--- src/rtl/mul_pkg.sv ---
// Shared constants and types for the sequential shift-and-add multiplier.
package mul_pkg;

  localparam int MUL_WIDTH = 32;
  localparam int MUL_CNT_W = $clog2(MUL_WIDTH);
  localparam int MUL_ACC_W = 2 * MUL_WIDTH + 1;

  typedef logic [2*MUL_WIDTH-1:0] mul_product_t;

endpackage

--- src/rtl/mul_bit_counter.sv ---
// Shift counter for the multiplier loop; K marks the shift that completes the product.
module mul_bit_counter
  import mul_pkg::*;
#(
  parameter int WIDTH = MUL_WIDTH
) (
  input  logic Clk,
  input  logic Rst_n,
  input  logic Load,
  input  logic Sh,
  output logic K
);

  localparam int CNT_W = $clog2(WIDTH);

  logic [CNT_W-1:0] cnt_q;

  // Load clears ahead of Sh; the count wraps freely past the last shift.
  always_ff @(posedge Clk) begin
    if (!Rst_n) begin
      cnt_q <= '0;
    end else if (Load) begin
      cnt_q <= '0;
    end else if (Sh) begin
      cnt_q <= cnt_q + CNT_W'(1);
    end
  end

  assign K = (cnt_q == CNT_W'(WIDTH - 1));

endmodule

--- src/rtl/mul_shift_add_datapath.sv ---
// Datapath of the shift-and-add multiplier: multiplicand, accumulator/multiplier
// register and bit counter, driven by Load/Ad/Sh strobes from the control FSM.
module mul_shift_add_datapath
  import mul_pkg::*;
#(
  parameter int WIDTH = MUL_WIDTH
) (
  input  logic                 Clk,
  input  logic                 Rst_n,
  input  logic                 Load,
  input  logic                 Ad,
  input  logic                 Sh,
  input  logic [WIDTH-1:0]     Mcand,
  input  logic [WIDTH-1:0]     Mplier,
  output logic                 M,
  output logic                 K,
  output logic [2*WIDTH-1:0]   Product
);

  localparam int ACC_W = 2 * WIDTH + 1;

  logic [WIDTH-1:0] mcand_q;
  logic [ACC_W-1:0] acc_q;
  logic [ACC_W-1:0] acc_add;
  logic [ACC_W-1:0] acc_d;
  logic [WIDTH:0]   add_sum;

  // The add keeps its carry in bit 2W so a following shift brings it into the product.
  always_comb begin
    add_sum = {1'b0, acc_q[2*WIDTH-1:WIDTH]} + {1'b0, mcand_q};
    acc_add = Ad ? {add_sum, acc_q[WIDTH-1:0]} : acc_q;
    acc_d   = acc_q;
    if (Load) begin
      acc_d = {{(WIDTH+1){1'b0}}, Mplier};
    end else if (Sh) begin
      acc_d = acc_add >> 1;
    end else begin
      acc_d = acc_add;
    end
  end

  always_ff @(posedge Clk) begin
    if (!Rst_n) begin
      mcand_q <= '0;
      acc_q   <= '0;
    end else begin
      if (Load) begin
        mcand_q <= Mcand;
      end
      acc_q <= acc_d;
    end
  end

  mul_bit_counter #(
    .WIDTH (WIDTH)
  ) u_bit_counter (
    .Clk   (Clk),
    .Rst_n (Rst_n),
    .Load  (Load),
    .Sh    (Sh),
    .K     (K)
  );

  assign M       = acc_q[0];
  assign Product = acc_q[2*WIDTH-1:0];

endmodule

--- config.mk ---
export PLATFORM = sky130hd
export DESIGN_NAME = mul_shift_add_datapath
export DESIGN_NICKNAME = d
export VERILOG_FILES = /design/src/rtl/mul_pkg.sv /design/src/rtl/mul_bit_counter.sv /design/src/rtl/mul_shift_add_datapath.sv
export SDC_FILE = /design/constraint.sdc
export NUM_CORES = 1
export LEC_CHECK = 0
export BUFFER_PORTS_ARGS = -buffer_cell sky130_fd_sc_hd__buf_2
export CAP_MARGIN = 30
export CORE_ASPECT_RATIO = 1.1
export CORE_MARGIN = 2
export CORE_UTILIZATION = 55
export DETAILED_ROUTE_END_ITERATION = 6
export PLACE_DENSITY = 0.8
export SLEW_MARGIN = 5
export SYNTH_ARGS = -nofsm -noshare
export SYNTH_HDL_FRONTEND = slang
export SYNTH_SLANG_ARGS = --single-unit
export TNS_END_PERCENT = 5
--- constraint.sdc ---
create_clock -name Clk -period 5.6 [get_ports Clk]
set_input_delay 1.4 -clock Clk [delete_from_list [all_inputs] [get_ports Clk]]
set_output_delay 1.4 -clock Clk [all_outputs]
set_load 0.01 [all_outputs]
# Word level (Yosys, flattened, before mapping)
# Cells that the tools add are included.
# op_classes
add_sub_neg,2
n_eq_ne,1
n_mux,3
bitwise,1
n_reduce_logical,3
# ops
operator,count
2-to-1 mux 65 bit,1
2-to-1 mux 64 bit,1
adder 32 x 32 -> 33 bit,1
2-to-1 mux 32 bit,1
"adder 5 x 1 -> 5 bit, second input constant",1
"equality test 5 bit, second input constant",1
OR reduction 3 bit,1
nonzero test 2 bit,1
OR reduction 2 bit,1
inverter 1 bit,1
# totals
register_bits,102
wordCells,16

# Logic depth before layout (Yosys ltp)
# Gate-level depths: netlist of the first run.
# depth
word_depth,4
depth_mapped,11
ltp_nobuf,11

# Modules after synthesis
# Synthesis of the first run repeated with hierarchy kept, for this count alone.
# unflattened
cells_unflattened,765
hier_area_um2,6576.3
# modules_own_cells
module,instances,cells_each,area_per_inst_um2,seq_area_each_um2
mul_shift_add_datapath,1,742,6336.1,1941.9
mul_bit_counter,1,23,240.2,100.1

# Worst setup path after synthesis of the first run
# Ideal clock, no wire load.
# synth_path
path_kind,in2reg
start,input Load
end,register mcand_q[0]
arrival_time_ns,2.734
required_ns,5.483
setup_slack_ns,2.749
path_stages,5
path_buffers,3
path_cell_list,clkbuf_1 -> clkbuf_1 -> buf_1 -> mux2i_1 -> nor2b_1
# synth_rtl
item,line_no,text
"start, declared",mul_shift_add_datapath.sv:10,"input logic Load,"
"end signal, assigned",mul_shift_add_datapath.sv:48,mcand_q <= Mcand;
"end, declared",mul_shift_add_datapath.sv:22,logic [WIDTH-1:0] mcand_q;

# Worst setup path in the final report of the first run
# layout_path
start,register acc_q[32]
end,register acc_q[62]
# layout_between
elab_chain_cells,3
# layout_lines
item,line_no,text
"start, declared",mul_shift_add_datapath.sv:23,logic [ACC_W-1:0] acc_q;
"start signal, assigned",mul_shift_add_datapath.sv:45,acc_q <= '0;
"start signal, assigned",mul_shift_add_datapath.sv:50,acc_q <= acc_d;
adder 32 x 32 -> 33 bit,mul_shift_add_datapath.sv:30,"add_sum = {1'b0, acc_q[2*WIDTH-1:WIDTH]} + {1'b0, mcand_q};"
2-to-1 mux 65 bit,mul_shift_add_datapath.sv:31,"acc_add = Ad ? {add_sum, acc_q[WIDTH-1:0]} : acc_q;"
2-to-1 mux 64 bit,mul_shift_add_datapath.sv:35,end else if (Sh) begin
# No other way between the ends. The select of a mux whose other input is x is not followed.
# A chain may end at the register's enable or synchronous reset.

==> results of run 1 <==
==> flip-flops by register name, summed over array words and instances, names as in the netlist <==
| register | count |
|---|---|
| mcand_q | 32 |
| acc_q | 65 |
| u_bit_counter.cnt_q | 5 |
==> cell type report <==
type                    instances  area, sq um  area share [%]
well taps                     154          193            2.65
repair buffers                140          726            9.98
multi-input cells             553         3970            54.5
clock buffers                  13          260            3.58
flip-flops and latches        102         2040            28.1
clock inverters                 3         42.5           0.585
inverters                      11         41.3           0.568
==> worst paths after layout <==
check	to	slack, ps
max	acc_q[62]$_SDFF_PP0_	2260
min	acc_q[64]$_SDFF_PP0_	490
max reg2reg	acc_q[62]$_SDFF_PP0_	2260
min reg2reg	acc_q[64]$_SDFF_PP0_	490
==> cells in the final DEF, fill, tap and decap left out, types with 3 or more instances in the layout <==
cell and n:
buf_2 133, dfxtp_1 102, mux2i_1 79, nand2_1 61, o21ai_0 51, a21oi_1 44
nor2b_1 42, and2_1 41, ha_1 34, nor2_1 30, a211oi_1 23, a21o_1 20
xnor2_1 18, nand3_1 10, inv_1 10, xor2_1 10, clkbuf_16 9, o21ai_1 7
nand4_1 6, buf_4 6, o211ai_1 5, a31oi_1 5, mux2_2 5, o21a_1 4
o31ai_1 4, nor3_1 4, o21bai_1 4, mux4_2 4, nand2b_1 3, a221oi_1 3
==> cell families (layout without fill, tap and decap cells) <==
family | Yosys count | after routing
adder cells (fa/ha/maj) | 35 | 35
buffers and inverters | 122 | 167
AND/OR/NAND/NOR | 207 | 207
flip-flops | 102 | 102
multiplexers | 88 | 88
XOR/XNOR | 29 | 29
AO/OA/AOI/OAI | 194 | 194
==> per-stage QoR <==
step,cells,instance area (sq um),setup slack (ps)
final,976,7270,2260
after global routing,976,7270,2050
after CTS,975,7250,2320
after detailed placement,959,6950,2150
after global placement,959,6950,2270
after floorplan,777,6710,2750
==> worst max-delay path, stage by stage (launching register included) <==
cell	delay, ps
dfxtp_1	330
ha_1	230
fa_1	430
a211oi_1	300
o21a_1	260
a21oi_1	140
o2111ai_1	260
a211oi_1	190
o41ai_1	550
mux2i_1	190
o31ai_1	260
a21oi_1	60
==> power groups by stage <==
stage	combinational, W	clock [W]	sequential [W]
after floorplan	0.000251	0	0.000799
after global placement	0.000298	0	0.000807
after detailed placement	0.000305	0	0.000808
after CTS	0.000306	0.000661	0.000792
after global routing	0.000342	0.000688	0.000797
final	0.000307	0.000644	0.000792
==> routing by layer <==
| layer | up-vias | wire length [um] |
|---|---|---|
| li1 | 2756 | - |
| met1 | 2535 | 6310 |
| met2 | 203 | 7270 |
| met3 | 32 | 1270 |
| met4 | 2 | 359 |
| met5 | - | 13 |
==> summary.txt, run 1 <==
Finish
  • Area added between synthesis and finish: 8.29%
  • Layout cells sized above 1: 20.8%
  • Post-layout util: roughly three fifths
  • Antenna diodes: 0
  • Final net count: 921
  • FILL cells: 1081

Pwr
  • Cell area power density: around 240 nW/um^2
  • Internal Pwr Total: 0.00127 W
  • Sw Ratio: 26.9%
  • P_leak: approximately 3.5 nW
  • Psw: 0.000469 W
  • Clock power share: 36.9%
  • Peak VDD IR: 0.000150 V
  • Tot Pwr: 0.00174 W
  • Logic pwr share: 17.6%
  • Seq pwr share: 45.5%

Drt
  • Routed via count: approximately 5500
  • Drt pass-1 iters: 5
  • Routed Antenna Nets: 0
  • # DRC: 0
  • Final wirelength: 15200 um
  • DR vias/cell: between 5 and 6
  • Drt wl/cell: 15.6 um
  • First DRT Iteration DRCs: 234

Timing
  • Final worst path period share: 59.7%
  • Worst-Margin Slew: approximately 960 ps
  • Slew headroom: a little over a third
  • Sum Neg Setup Slack: 0 ps
  • Max Slew Vio Count: 0
  • Max Clk Rate: 0.299 GHz
  • RSZ-0062 raised after global routing: no
  • Minimum clock period: around 3300 ps
  • Clk_skew: 7.47 ps
  • Final Setup Violations: 0
  • WHS: 486 ps
  • Final Hold Vio Count: 0

Yosys
  • Synth area leaders: dfxtp_1, mux2i_1, buf_4
  • Synthesized instance count: ~780
  • Most numerous cell in the Yosys netlist: dfxtp_1
  • Register bit count reported by yosys: 102
  • Xor-xnor portion of the synthesized cell area: 3.90%
  • Mapped Avg Cell Area: 8.64 sq um
  • Sequential share of the synthesized area: 30.4%
  • Compound-Gate Fraction of Synth Area: 18.8%
  • Main combinational cell family by area after synthesis: compound AO/OA/AOI/OAI gates
  • Post-synth top cells: dfxtp_1, mux2i_1, buf_4
  • Post-synth ARST share: 0%
  • Cell variety after synth: slightly below 60
  • EDFF count, synth: 0
  • Area leader, netlist: dfxtp_1
  • Fraction of the mapped netlist area in adder cells: 6.64%
  • Syn_nets: 881
  • Yosys warnings: 0
  • Mapped cell area: 6710 sq um
  • Post-synth top flop: dfxtp_1
  • Post-synth top area share: 30.4%
  • Post-Synth Simple-Gate Area: 15.8%
  • Mux cell area share after synthesis: approximately 14%

Global routing
  • Gr busiest metal: met2
  • Met3 usage: between 6 and 7%
  • Initial antenna violation count: 1
  • M2 GR Usage: ~40%
  • First-pass GRT wire length: 25000 um
  • Met1 Usage GRT: around 29%
  • GRT Util Overall: 24.1%
  • Vias in the first global route: 5245
  • Largest net degree at the start of global routing: 71
  • Grt ovf: 0

Clock tree
  • H-tree depth: 3
  • Clock root cell: clkbuf_16
  • Postcts setup bufs: 0
  • Cts bufs inserted: 9
  • Clock slew at reported path FFs: 70 ps
  • Clk sink count: 102
  • Post-cts resize count: 0
  • Clk_lat worst skew: 350 ps
  • Cts hold-fix bufs: 0
  • CTS max path bufs: 2
  • CTS tree: done

Place
  • Placer Congestion: slightly above 0.9
  • PortBufs: 134
  • Detailed Place HPWL: 10900 um

Die
  • Die X: 109 um
  • Starting Density: 56.0%
  • Die height: 120 um
  • I/O pin total: 135
  • Die area: ~13000 sq um
  • Total core area: 12000 sq um
  • Site Rows: 42

Critical path
  • Arr. time, crit path: 3540 ps
  • CP Capture Type: flip-flop
  • Critical path fanouts, max: 5
  • CP Launch Type: flip-flop
  • Critical Path Source: acc_q[32]$_SDFF_PP0_
  • Worst r2r path cells: 11
  • Crit Path Class: flip-flop to flip-flop
  • CP Data Required Time: between 5000 and 6000 ps
  • Critical R2R Launch: acc_q[32]$_SDFF_PP0_

Worst hold path
  • Hold WC Path Type: flip-flop to flip-flop
  • Hold path cells: 2
  • HP Start: acc_q[64]$_SDFF_PP0_

Outcome
  • Status: complete, no violations

Flow run
  • Max-cap violations: 0
No activity file was read; power rests on OpenSTA's default activity.
==> run 2, diff against run 1 <==
- ABC_AREA: not set -> 1
- PLACE_DENSITY: 0.8 -> 0.79
- clock period: 5.6 -> 3.5 ns (I/O delays scaled with it)
==> run 2 against run 1 <==
Net effect: routed wire length grew 22%; global-route usage grew 2.9 points; sequential power grew 63%; non-clock buffer count is the same; area after synthesis grew 7.8%; largest power group unchanged; clock-buffer cell count shrank 4; critical path type is now flip-flop to primary output; via count grew 27%.
==> summary.txt, run 2 <==
Timing
  • Max Slew Vio Count: 0
  • Final worst path period share: 68.5%
  • Final Hold Vio Count: 0
  • RSZ-0062 raised after global routing: no
  • Sum Neg Setup Slack: 0 ps
  • Clk_skew: 9.08 ps
  • Minimum clock period: 2400 ps
  • Slew headroom: 52.7%
  • Final Setup Violations: 0
  • Worst-Margin Slew: 707 ps
  • Max Clk Rate: 0.417 GHz

Clock tree
  • CTS max path bufs: 2
  • Postcts setup bufs: 0
  • Clk sink count: between 100 and 150
  • Cts hold-fix bufs: 0
  • Clock root cell: clkbuf_16
  • Post-cts resize count: 0
  • Clock slew at reported path FFs: 70 ps
  • H-tree depth: 3
  • Clk_lat worst skew: 360 ps
  • Cts bufs inserted: 9
  • CTS tree: done

Drt
  • First DRT Iteration DRCs: 421
  • Drt wl/cell: 13.7 um
  • Drt pass-1 iters: 5
  • Routed via count: 6997
  • Routed Antenna Nets: 0
  • # DRC: 0
  • Final wirelength: 18600 um
  • DR vias/cell: 5.15

Finish
  • Area added between synthesis and finish: 8.21%
  • Max reg flops: 65
  • Most flops, register: acc_q
  • Layout cells sized above 1: 20.6%
  • Antenna diodes: 0
  • Final net count: 1301
  • Commonest non-fill, non-tap cell in the layout: nand2_1
  • Commonest cells after routing, fill and taps aside: nand2_1, inv_1, buf_2
  • Post-route cell area: 7830 sq um
  • FILL cells: 1238
  • Largest registers: acc_q: 65 flops, mcand_q: 32 flops, u_bit_counter.cnt_q: 5 flops

Critical path
  • Top delay family on crit path: adder cells
  • CP Capture Type: primary output
  • Critical-path top delay cell: dfxtp_1
  • Crit path cell chain: ha_1 > inv_1 > nor3_1 > ha_1 > buf_2
  • Max incr delay on CP: 370 ps
  • Buf+Inv Stages, Crit Path: 2
  • CP Launch Type: flip-flop
  • CP Data Required Time: 2620 ps
  • Arr. time, crit path: 1520 ps
  • Crit-path most repeated cell: ha_1
  • Crit Path Class: flip-flop to primary output
  • Critical path fanouts, max: 3

Worst hold path
  • Hold WC Path Type: flip-flop to flip-flop

Global routing
  • Largest net degree at the start of global routing: 49
  • Met3 usage: 6.08%
  • Initial antenna violation count: 0
  • GRT Util Overall: a little over a quarter
  • Met1 Usage GRT: 34.7%
  • First-pass GRT wire length: 30700 um
  • M2 GR Usage: 43.9%
  • Gr busiest metal: met2
  • Vias in the first global route: 6560
  • Grt ovf: 0

Yosys
  • Most numerous cell in the Yosys netlist: nand2_1
  • Area leader, netlist: dfxtp_1
  • EDFF count, synth: 0
  • Post-synth ARST share: 0%
  • Synth area leaders: dfxtp_1, nand2_1, inv_1
  • Cell variety after synth: 39
  • Synthesized instance count: around 1100
  • Sequential share of the synthesized area: 28.2%
  • Mapped cell area: 7240 sq um
  • Post-synth top area share: 28.2%
  • Yosys warnings: 0
  • Post-synth top flop: dfxtp_1
  • Post-synth top cells: nand2_1, inv_1, nor2_1
  • Mapped Avg Cell Area: between 6 and 7 sq um
  • Syn_nets: 1246
  • Register bit count reported by yosys: 102

Die
  • I/O pin total: 135
  • Total core area: 12800 sq um
  • Die area: 14100 sq um
  • Site Rows: 43
  • Die X: 113 um
  • Die height: 124 um
  • Starting Density: between 50 and 60%

Pwr
  • Clock power share: 36.6%
  • Logic pwr share: about a fifth
  • Peak VDD IR: 0.000246 V
  • Internal Pwr Total: 0.00201 W
  • P_leak: 4.43 nW
  • Cell area power density: about 370 nW/um^2
  • Psw: 0.000887 W
  • Seq pwr share: 44.5%
  • Sw Ratio: 30.6%

Flow run
  • Max-cap violations: 0

Place
  • Detailed Place HPWL: 14400 um
  • Placed Instance Area: ~7500 sq um
  • PortBufs: ~130
  • Placer Congestion: 0.974

Outcome
  • Status: complete, no violations
==> run 2: changes by cell type after synthesis, moves of 16 or more <==
cell | before | now
nand2_1 | 61 | 348
inv_1 | 10 | 153
nand3_1 | 10 | 92
mux2i_1 | 79 | 1
nor2_1 | 30 | 106
nor2b_1 | 42 | 0
and2_1 | 41 | 1
clkbuf_1 | 40 | 16
a211oi_1 | 23 | 0
a21oi_1 | 44 | 22
or2_2 | 0 | 22
a21o_1 | 20 | 1
nand2_2 | 0 | 16
==> run 2: routing by layer <==
metal / part of all wire (%) / wire [um]
met5: 0 / 0
met4: 3.1 / 580
met3: 7.4 / 1380
met1: 44 / 8250
met2: 45 / 8370
==> run 2: path summary, 6_finish.rpt <==
path	startpoint	end	slack [ps]	depth (start not counted)
hold reg to reg	u_bit_counter.cnt_q[4]$_SDFFE_PP0P_	u_bit_counter.cnt_q[4]$_SDFFE_PP0P_	470	2
hold / removal	u_bit_counter.cnt_q[4]$_SDFFE_PP0P_	u_bit_counter.cnt_q[4]$_SDFFE_PP0P_	470	2
setup reg to reg	acc_q[32]$_SDFF_PP0_	acc_q[55]$_SDFF_PP0_	1290	12
setup / recovery	u_bit_counter.cnt_q[1]$_SDFFE_PP0P_	K	1100	5
==> run 2: cell families (layout without fill, tap and decap cells) <==
family	count (synthesis)	after routing	synth area share, %
compound gates	107	107	8.97
xor+xnor	14	14	1.69
fa+ha+maj	35	35	6.15
buf+inv	262	322	17.2
flops	102	102	28.2
mux	2	2	0.294
simple gates	620	620	37.4
==> run 2: power by group through the flow <==
stage | clock network, W | registers [W] | logic (W)
after floorplan | 0 | 0.00129 | 0.000437
after global placement | 0 | 0.00131 | 0.000533
after detailed placement | 0 | 0.00131 | 0.000540
after CTS | 0.00107 | 0.00128 | 0.000545
after global routing | 0.00111 | 0.00129 | 0.000617
final | 0.00106 | 0.00129 | 0.000547
==> run 2: tightest hold or removal path, stage by stage, from the launching register on <==
cell,delay [ps]
dfxtp_1,320
nand2_1,60
a21oi_1,50
==> run 2: through the flow <==
stage                     hold WS [ps]  util [%]  std cells  setup slack (ps)  power [W]
after floorplan                    444         -       1142              1660    0.00172
after global placement             464      59.0       1343              1090    0.00184
after detailed placement           465      59.0       1343              1030    0.00185
after CTS                          474      61.4       1359              1080    0.00290
after global routing               498      61.4       1359               984    0.00302
final                              470      61.4       1359              1100    0.00289
==> run 2: cell type report <==
| type | instances | area [sq um] | area share (%) |
|---|---|---|---|
| multi-input cells | 778 | 3950 | 50.4 |
| flip-flops and latches | 102 | 2040 | 26.1 |
| repair buffers | 140 | 716 | 9.14 |
| inverters | 166 | 623 | 7.96 |
| clock buffers | 9 | 225 | 2.88 |
| well taps | 157 | 196 | 2.51 |
| clock inverters | 7 | 80.1 | 1.02 |
